## src/rtl/mem_arbiter_if.sv

```systemverilog
// mem_arbiter_if: requester ports and memory-side bus of the shared 256x8 memory arbiter.
interface mem_arbiter_if;
  logic       halt;
  logic       cpu_req, cpu_we, cpu_gnt, cpu_rvalid;
  logic [7:0] cpu_addr, cpu_wdata;
  logic       dbg_req, dbg_we, dbg_gnt, dbg_rvalid;
  logic [7:0] dbg_addr, dbg_wdata;
  logic [7:0] rdata, mem_addr, mem_din, mem_dout;
  logic       mem_we;
  modport slave (
    input  halt, cpu_req, cpu_we, cpu_addr, cpu_wdata,
    input  dbg_req, dbg_we, dbg_addr, dbg_wdata, mem_dout,
    output cpu_gnt, cpu_rvalid, dbg_gnt, dbg_rvalid, rdata, mem_addr, mem_we, mem_din
  );
  modport master (
    output halt, cpu_req, cpu_we, cpu_addr, cpu_wdata,
    output dbg_req, dbg_we, dbg_addr, dbg_wdata, mem_dout,
    input  cpu_gnt, cpu_rvalid, dbg_gnt, dbg_rvalid, rdata, mem_addr, mem_we, mem_din
  );
endinterface

```

## src/rtl/mem_arbiter.sv

```systemverilog
// mem_arbiter: round-robin (debug-first when halted) arbiter between CPU and debug ports
// in front of a synchronous 256x8 memory; all memory-side controls are registered.
module mem_arbiter (
  input logic        clk,
  input logic        reset,
  mem_arbiter_if.slave bus
);
  typedef enum logic [1:0] {IDLE, G_CPU, G_DBG} owner_t;
  owner_t owner, next_owner;
  logic last_dbg, rd_cpu, rd_dbg, cpu_el, dbg_el, pick_dbg;
  // The current owner still holds req on the edge its grant completes, so it is excluded.
  always_comb begin
    cpu_el     = bus.cpu_req && owner != G_CPU;
    dbg_el     = bus.dbg_req && owner != G_DBG;
    pick_dbg   = dbg_el && (!cpu_el || bus.halt || !last_dbg);
    next_owner = pick_dbg ? G_DBG : cpu_el ? G_CPU : IDLE;
  end
  always_ff @(posedge clk or negedge reset)
    if (!reset) owner <= IDLE;
    else        owner <= next_owner;
  always_ff @(posedge clk or negedge reset) begin
    if (!reset) begin
      last_dbg       <= 1'b1;
      rd_cpu         <= 1'b0;
      rd_dbg         <= 1'b0;
      bus.cpu_gnt    <= 1'b0;
      bus.dbg_gnt    <= 1'b0;
      bus.cpu_rvalid <= 1'b0;
      bus.dbg_rvalid <= 1'b0;
      bus.mem_we     <= 1'b0;
      bus.mem_addr   <= 8'h00;
      bus.mem_din    <= 8'h00;
    end else begin
      last_dbg       <= next_owner == IDLE ? last_dbg : next_owner == G_DBG;
      bus.cpu_gnt    <= next_owner == G_CPU;
      bus.dbg_gnt    <= next_owner == G_DBG;
      bus.mem_we     <= next_owner == G_CPU ? bus.cpu_we : next_owner == G_DBG ? bus.dbg_we : 1'b0;
      if (next_owner != IDLE) begin
        bus.mem_addr <= pick_dbg ? bus.dbg_addr : bus.cpu_addr;
        bus.mem_din  <= pick_dbg ? bus.dbg_wdata : bus.cpu_wdata;
      end
      rd_cpu         <= next_owner == G_CPU && !bus.cpu_we;
      rd_dbg         <= next_owner == G_DBG && !bus.dbg_we;
      bus.cpu_rvalid <= rd_cpu;
      bus.dbg_rvalid <= rd_dbg;
    end
  end
  assign bus.rdata = bus.mem_dout;
endmodule

```

## src/flat_wrapper.sv

```systemverilog
// flat-port wrapper written by rule: the top's interface ports become plain ports
module mem_arbiter_flat 
  (clk, reset, bus_halt, bus_cpu_req, bus_cpu_we, bus_cpu_addr, bus_cpu_wdata, bus_dbg_req, bus_dbg_we, bus_dbg_addr, bus_dbg_wdata, bus_mem_dout, bus_cpu_gnt, bus_cpu_rvalid, bus_dbg_gnt, bus_dbg_rvalid, bus_rdata, bus_mem_addr, bus_mem_we, bus_mem_din);
  mem_arbiter_if bus_i ();
  input logic clk;
  input logic reset;
  input wire logic [$bits(bus_i.halt)-1:0] bus_halt;
  input wire logic [$bits(bus_i.cpu_req)-1:0] bus_cpu_req;
  input wire logic [$bits(bus_i.cpu_we)-1:0] bus_cpu_we;
  input wire logic [$bits(bus_i.cpu_addr)-1:0] bus_cpu_addr;
  input wire logic [$bits(bus_i.cpu_wdata)-1:0] bus_cpu_wdata;
  input wire logic [$bits(bus_i.dbg_req)-1:0] bus_dbg_req;
  input wire logic [$bits(bus_i.dbg_we)-1:0] bus_dbg_we;
  input wire logic [$bits(bus_i.dbg_addr)-1:0] bus_dbg_addr;
  input wire logic [$bits(bus_i.dbg_wdata)-1:0] bus_dbg_wdata;
  input wire logic [$bits(bus_i.mem_dout)-1:0] bus_mem_dout;
  output wire logic [$bits(bus_i.cpu_gnt)-1:0] bus_cpu_gnt;
  output wire logic [$bits(bus_i.cpu_rvalid)-1:0] bus_cpu_rvalid;
  output wire logic [$bits(bus_i.dbg_gnt)-1:0] bus_dbg_gnt;
  output wire logic [$bits(bus_i.dbg_rvalid)-1:0] bus_dbg_rvalid;
  output wire logic [$bits(bus_i.rdata)-1:0] bus_rdata;
  output wire logic [$bits(bus_i.mem_addr)-1:0] bus_mem_addr;
  output wire logic [$bits(bus_i.mem_we)-1:0] bus_mem_we;
  output wire logic [$bits(bus_i.mem_din)-1:0] bus_mem_din;
  assign bus_i.halt = bus_halt;
  assign bus_i.cpu_req = bus_cpu_req;
  assign bus_i.cpu_we = bus_cpu_we;
  assign bus_i.cpu_addr = bus_cpu_addr;
  assign bus_i.cpu_wdata = bus_cpu_wdata;
  assign bus_i.dbg_req = bus_dbg_req;
  assign bus_i.dbg_we = bus_dbg_we;
  assign bus_i.dbg_addr = bus_dbg_addr;
  assign bus_i.dbg_wdata = bus_dbg_wdata;
  assign bus_i.mem_dout = bus_mem_dout;
  assign bus_cpu_gnt = bus_i.cpu_gnt;
  assign bus_cpu_rvalid = bus_i.cpu_rvalid;
  assign bus_dbg_gnt = bus_i.dbg_gnt;
  assign bus_dbg_rvalid = bus_i.dbg_rvalid;
  assign bus_rdata = bus_i.rdata;
  assign bus_mem_addr = bus_i.mem_addr;
  assign bus_mem_we = bus_i.mem_we;
  assign bus_mem_din = bus_i.mem_din;
  mem_arbiter u_core (.clk(clk), .reset(reset), .bus(bus_i));
endmodule
```

## config.mk

```make
export PLATFORM = sky130hd
export DESIGN_NAME = mem_arbiter_flat
export DESIGN_NICKNAME = d
export VERILOG_FILES = /design/src/rtl/mem_arbiter_if.sv /design/src/rtl/mem_arbiter.sv /design/src/flat_wrapper.sv
export SDC_FILE = /design/constraint.sdc
export NUM_CORES = 1
export LEC_CHECK = 0
export ABC_CLOCK_PERIOD_IN_PS = 2300
export CAP_MARGIN = 30
export CORE_MARGIN = 8
export CORE_UTILIZATION = 30
export CTS_CLUSTER_DIAMETER = 120
export DETAILED_ROUTE_END_ITERATION = 6
export PLACE_DENSITY_LB_ADDON = 0.2
export SYNTH_ARGS = -nofsm -noshare
export SYNTH_HDL_FRONTEND = slang
export SYNTH_SLANG_ARGS = --single-unit
```

## constraint.sdc

```tcl
create_clock -name clk -period 2.3 [get_ports clk]
set_input_delay 0.69 -clock clk [delete_from_list [all_inputs] [get_ports clk]]
set_output_delay 0.69 -clock clk [all_outputs]
set_load 0.01 [all_outputs]
```

## After elaboration in Yosys (flattened, before gate mapping)

Cells that the tools add are included.

| storage, ports and cells | value |
|---|---|
| bits in registers | 26 |
| output and inout port bits | 29 |
| logic and storage cells | 34 |

| operators by class | value |
|---|---|
| eq/ne operators | 4 |
| muxes and demuxes | 6 |
| reductions and logical operators | 13 |

Operator list:

| operator | count |
|---|---|
| 8-bit two-way mux | 2 |
| 1-bit logical AND | 5 |
| 1-bit zero test | 4 |
| 1-bit two-way mux | 3 |
| 2-bit by 1-bit == test with 1-bit output, second input constant | 1 |
| 2-bit == test, second input constant | 1 |
| 2-bit zero test | 1 |
| 1-bit logical OR | 2 |
| 2-bit two-way mux | 1 |
| 2-bit by 1-bit != test with 1-bit output, second input constant | 1 |
| 2-bit != test, second input constant | 1 |
| 2-bit nonzero test | 1 |

## Logic depth before layout (Yosys ltp)

| logic depth | value |
|---|---|
| depth in word-level cells | 10 |
| gate-level depth with buffers | 6 |
| gate-level depth less buffers | 3 |

## Worst setup path before layout

OpenSTA, ideal clock, no wires.

| timing | value |
|---|---|
| kind | input to register |
| from | input bus_dbg_req |
| to | register u_core.bus.mem_addr[3] |
| data required time | 2.174 ns |
| stages | 6 |
| arrival time | 1.823 ns |
| setup slack | 0.351 ns |
| buffers on the path | 3 |
| path through | buf_4 inv_2 o311a_1 buf_6 buf_6 a221o_1 |

| between the ends | value |
|---|---|
| longest elaborated chain between the ends | 4 |
| elaborated cells on any way between the ends | 5 |
| classes of those cells | mux: 2; reduce/logical: 3 |

Ends and longest elaborated chain:

| element | line | source |
|---|---|---|
| from (decl) | flat_wrapper.sv:12 | `input wire logic [$bits(bus_i.dbg_req)-1:0] bus_dbg_req;` |
| 1-bit logical AND | mem_arbiter.sv:14 | `dbg_el = bus.dbg_req && owner != G_DBG;` |
| 1-bit logical AND | mem_arbiter.sv:15 | `pick_dbg = dbg_el && (!cpu_el \|\| bus.halt \|\| !last_dbg);` |
| 2-bit two-way mux | mem_arbiter.sv:16 | `next_owner = pick_dbg ? G_DBG : cpu_el ? G_CPU : IDLE;` |
| named net u_core.next_owner[0] | mem_arbiter.sv:9 | `owner_t owner, next_owner;` |
| 2-bit nonzero test | mem_arbiter.sv:38 | `if (next_owner != IDLE) begin` |
| to (signal assigned) | mem_arbiter.sv:39 | `bus.mem_addr <= pick_dbg ? bus.dbg_addr : bus.cpu_addr;` |
| to (decl) | mem_arbiter_if.sv:13 | `output cpu_gnt, cpu_rvalid, dbg_gnt, dbg_rvalid, rdata, mem_addr, mem_we, mem_din` |

The timed path passes the listed nets, and every way through them passes these cells.
A chain may end at the register's enable or synchronous reset.

## Final worst setup path

| timing | value |
|---|---|
| from | register u_core.bus.mem_addr[3] |
| to | output bus_mem_addr[3] |

RTL lines:

| element | line | source |
|---|---|---|
| to (decl) | flat_wrapper.sv:22 | `output wire logic [$bits(bus_i.mem_addr)-1:0] bus_mem_addr;` |

No word-level cell between the ends.

==> out/metrics.yaml <==
status:
  outcome: "completed"
placed_design:
  place_ws_ps: 121
  io_buffers: 59
  globalplace.congestion: 0.691
  place_hpwl_um: 3170
drt:
  routed-wl-met3_um: 387
  drt-initial-drc-count: 101
  vias: 1269
  highest_layer: "met4"
  finalWirelength_um: 4230
  detail-route-antenna-nets: 0
  wire_per_inst_um: 18.3
  drc: 0
  dr_wl_met2_um: 1800
  drt-met1-wl_um: 2030
  dr.pass1.iters: 4
  vias_per_cell: 5.47
synth:
  synth_area_per_cell_um2: 11.1
  synthTopCellsByArea: "dfrtp_1 (43%), a221o_1 (11%), mux2i_1 (11%), o32ai_1 (10%), buf_4 (4.8%)"
  netlist_area_um2: 1400
  ys_ff_latch: 25
  ys_seq_area_share_pct: 44.9
  synth.largest_area_cell: "dfrtp_1"
  syn-num-nets: 173
  synth_cell_type_count: 22
  syn_inst: 126
  synth_top_area_share_pct: 43.0
  yosys_warnings: 0
pwr:
  power_leakage_nw: 0.850
  max-vdd-ir-drop_mv: 0.256
  power_density_nw_per_um2: 664
worst_setup_path:
  cpMaxStageDelayCell: "clkdlybuf4s50_1"
  crit_start: "u_core.bus.mem_addr[3]"
  max_stage_delay_ps: 560
  ff2ff_setup_slack_ps: 610
  required_ps: 1610
  worst-path-buf-inv: 1
  crit_end: "bus_mem_addr[3]"
  r2r_start: "u_core.owner[1]"
  path_delay_family: "buffers and inverters"
  worst-path-max-fanout: 3
  cp-end-kind: "primary output"
  r2r_end: "u_core.bus.mem_din[0]"
  critical_path_depth: 1
  path_class: "reg -> out"
  cp-start-kind: "flop"
  ff2ff_path_depth: 5
  cp.arrival_ps: 1230
  cp_cell_sequence: "clkdlybuf4s50_1"
cells_and_area:
  final_nets: 226
  layout_commonest_cell: "clkdlybuf4s50_1"
  final_cell_mix: "clkdlybuf4s50_1 (58), dfrtp_1 (24), nand2_1 (17)"
  syn2layout_area_growth_pct: 46.0
  antenna_cells_inserted: 0
  layout-drive-gt1-share_pct: 10.7
floorplan:
  die_area_um2: 7090
  coreArea_um2: 4600
  num_io_pins: 76
  std_cell_rows: 25
  start_util_pct: 30.3
  die_w_um: 84.2
  die_h_um: 84.2
clocking:
  post_cts_buffers: 0
  tritoncts: "done"
  htreeDepth: 1
  clockBufferDepth: 2
  clock-sinks: 25
  clk_pin_slew_worst_paths_ps: 90
  numCtsBuffers: 3
  ctsHoldBuffers: 0
  cts.repair.resized: 0
  clockRootBuffer: "clkbuf_8"
  clock_latency_ps: 270
global_route:
  grt_pass1_vias: 1281
  grt_max_degree: 27
  grt_pass1_wl_um: 6790
  track_usage_pct: 11.5
  overflow: 0
  antenna_found_initial: 0
sta:
  timing.final.max_slew_violations: 0
  post-route-period-util_pct: 83.3
  period_needed_ps: 1920
  fmax_mhz: 522
  setup_viol: 0
  fin_ws_ps: 384
  tightest_slew_ps: 442
  tns_ps: 0
  rsz0062_at_grt: "false"
  finalClockSkew_ps: 2.11
  slew_headroom_pct: 70.5
  hold_viol: 0
worst_hold_path:
  min_path_type: "reg -> reg"
run:
  cap_violations: 0
-- power breakdown --
group          internal, mW  switching [mW]  total (mW)
clock network         0.123           0.142       0.265
registers             0.519          0.0608       0.580
logic                 0.302           0.206       0.508
-- how the worst min path moves through the flow --
stage / from / endpoint / slack [ps] / cells past startpoint
after detailed placement: u_core.rd_cpu / u_core.bus.cpu_rvalid / 340 / 0
final: u_core.rd_cpu / u_core.bus.cpu_rvalid / 360 / 0
after global placement: u_core.rd_cpu / u_core.bus.cpu_rvalid / 330 / 0
after floorplan: u_core.rd_cpu / u_core.bus.cpu_rvalid / 330 / 0
after CTS: u_core.rd_cpu / u_core.bus.cpu_rvalid / 360 / 0
after global routing: u_core.rd_dbg / u_core.bus.dbg_rvalid / 380 / 0
-- final cells by class --
type	instances	area [um^2]
timing repair buffer	70	668
clock buffer	3	41.3
tap	54	67.6
inverter	1	3.75
sequential	25	627
fill	439	2560
multi-input combinational	78	622
clock inverter	1	7.51
-- sequential cells by signal (all words and copies together) (netlist names) --
name,flops
u_core.bus.mem_we,1
u_core.bus.mem_din,8
u_core.last_dbg,1
u_core.bus.mem_addr,8
u_core.bus.dbg_rvalid,1
u_core.rd_cpu,1
u_core.bus.dbg_gnt,1
u_core.rd_dbg,1
u_core.bus.cpu_rvalid,1
u_core.owner,2
-- metal layers --
metal	vias up	GRT usage [%]
met2	66	15.8
met5	-	0
met3	2	4.94
met1	618	15.9
met4	0	3.30
li1	583	-
-- worst reg2reg max path: cells and delay by family (launching register included) --
kind	cells	cell delay, ps
AND/OR/NAND/NOR	1	140
AO/OA/AOI/OAI	2	710
flip-flops	1	380
buffers and inverters	2	350
-- per-stage QoR --
stage	total power, mW	instances	utilization [%]	area [um^2]	hold WS, ps
after floorplan	0.830	126	-	1400	331
after global placement	1.09	228	43.2	1990	334
after detailed placement	1.10	228	43.2	1990	337
after CTS	1.37	232	44.3	2040	358
after global routing	1.43	232	44.3	2040	376
final	1.35	232	44.3	2040	356
-- synth_stat cells --
master / instances
clkbuf_1: 5
nor2b_1: 3
a221o_1: 16
buf_2: 3
o311a_1: 1
nor3b_1: 1
a32o_1: 1
nand2b_1: 1
mux2i_1: 16
o21ai_0: 1
dfstp_2: 1
a22o_1: 1
and2_1: 2
and3b_1: 1
dfrtp_1: 24
nand2_1: 17
buf_1: 2
inv_2: 1
o32ai_1: 16
o21ba_2: 1
buf_4: 9
buf_6: 3
-- logic make-up after synthesis --
| logic type | Yosys count | synth area share, % |
|---|---|---|
| flops | 25 | 44.9 |
| buf+inv | 23 | 10.5 |
| compound gates | 37 | 24.7 |
| mux | 16 | 11.5 |
| simple gates | 25 | 8.43 |
No activity file was read; power rests on OpenSTA's default activity.
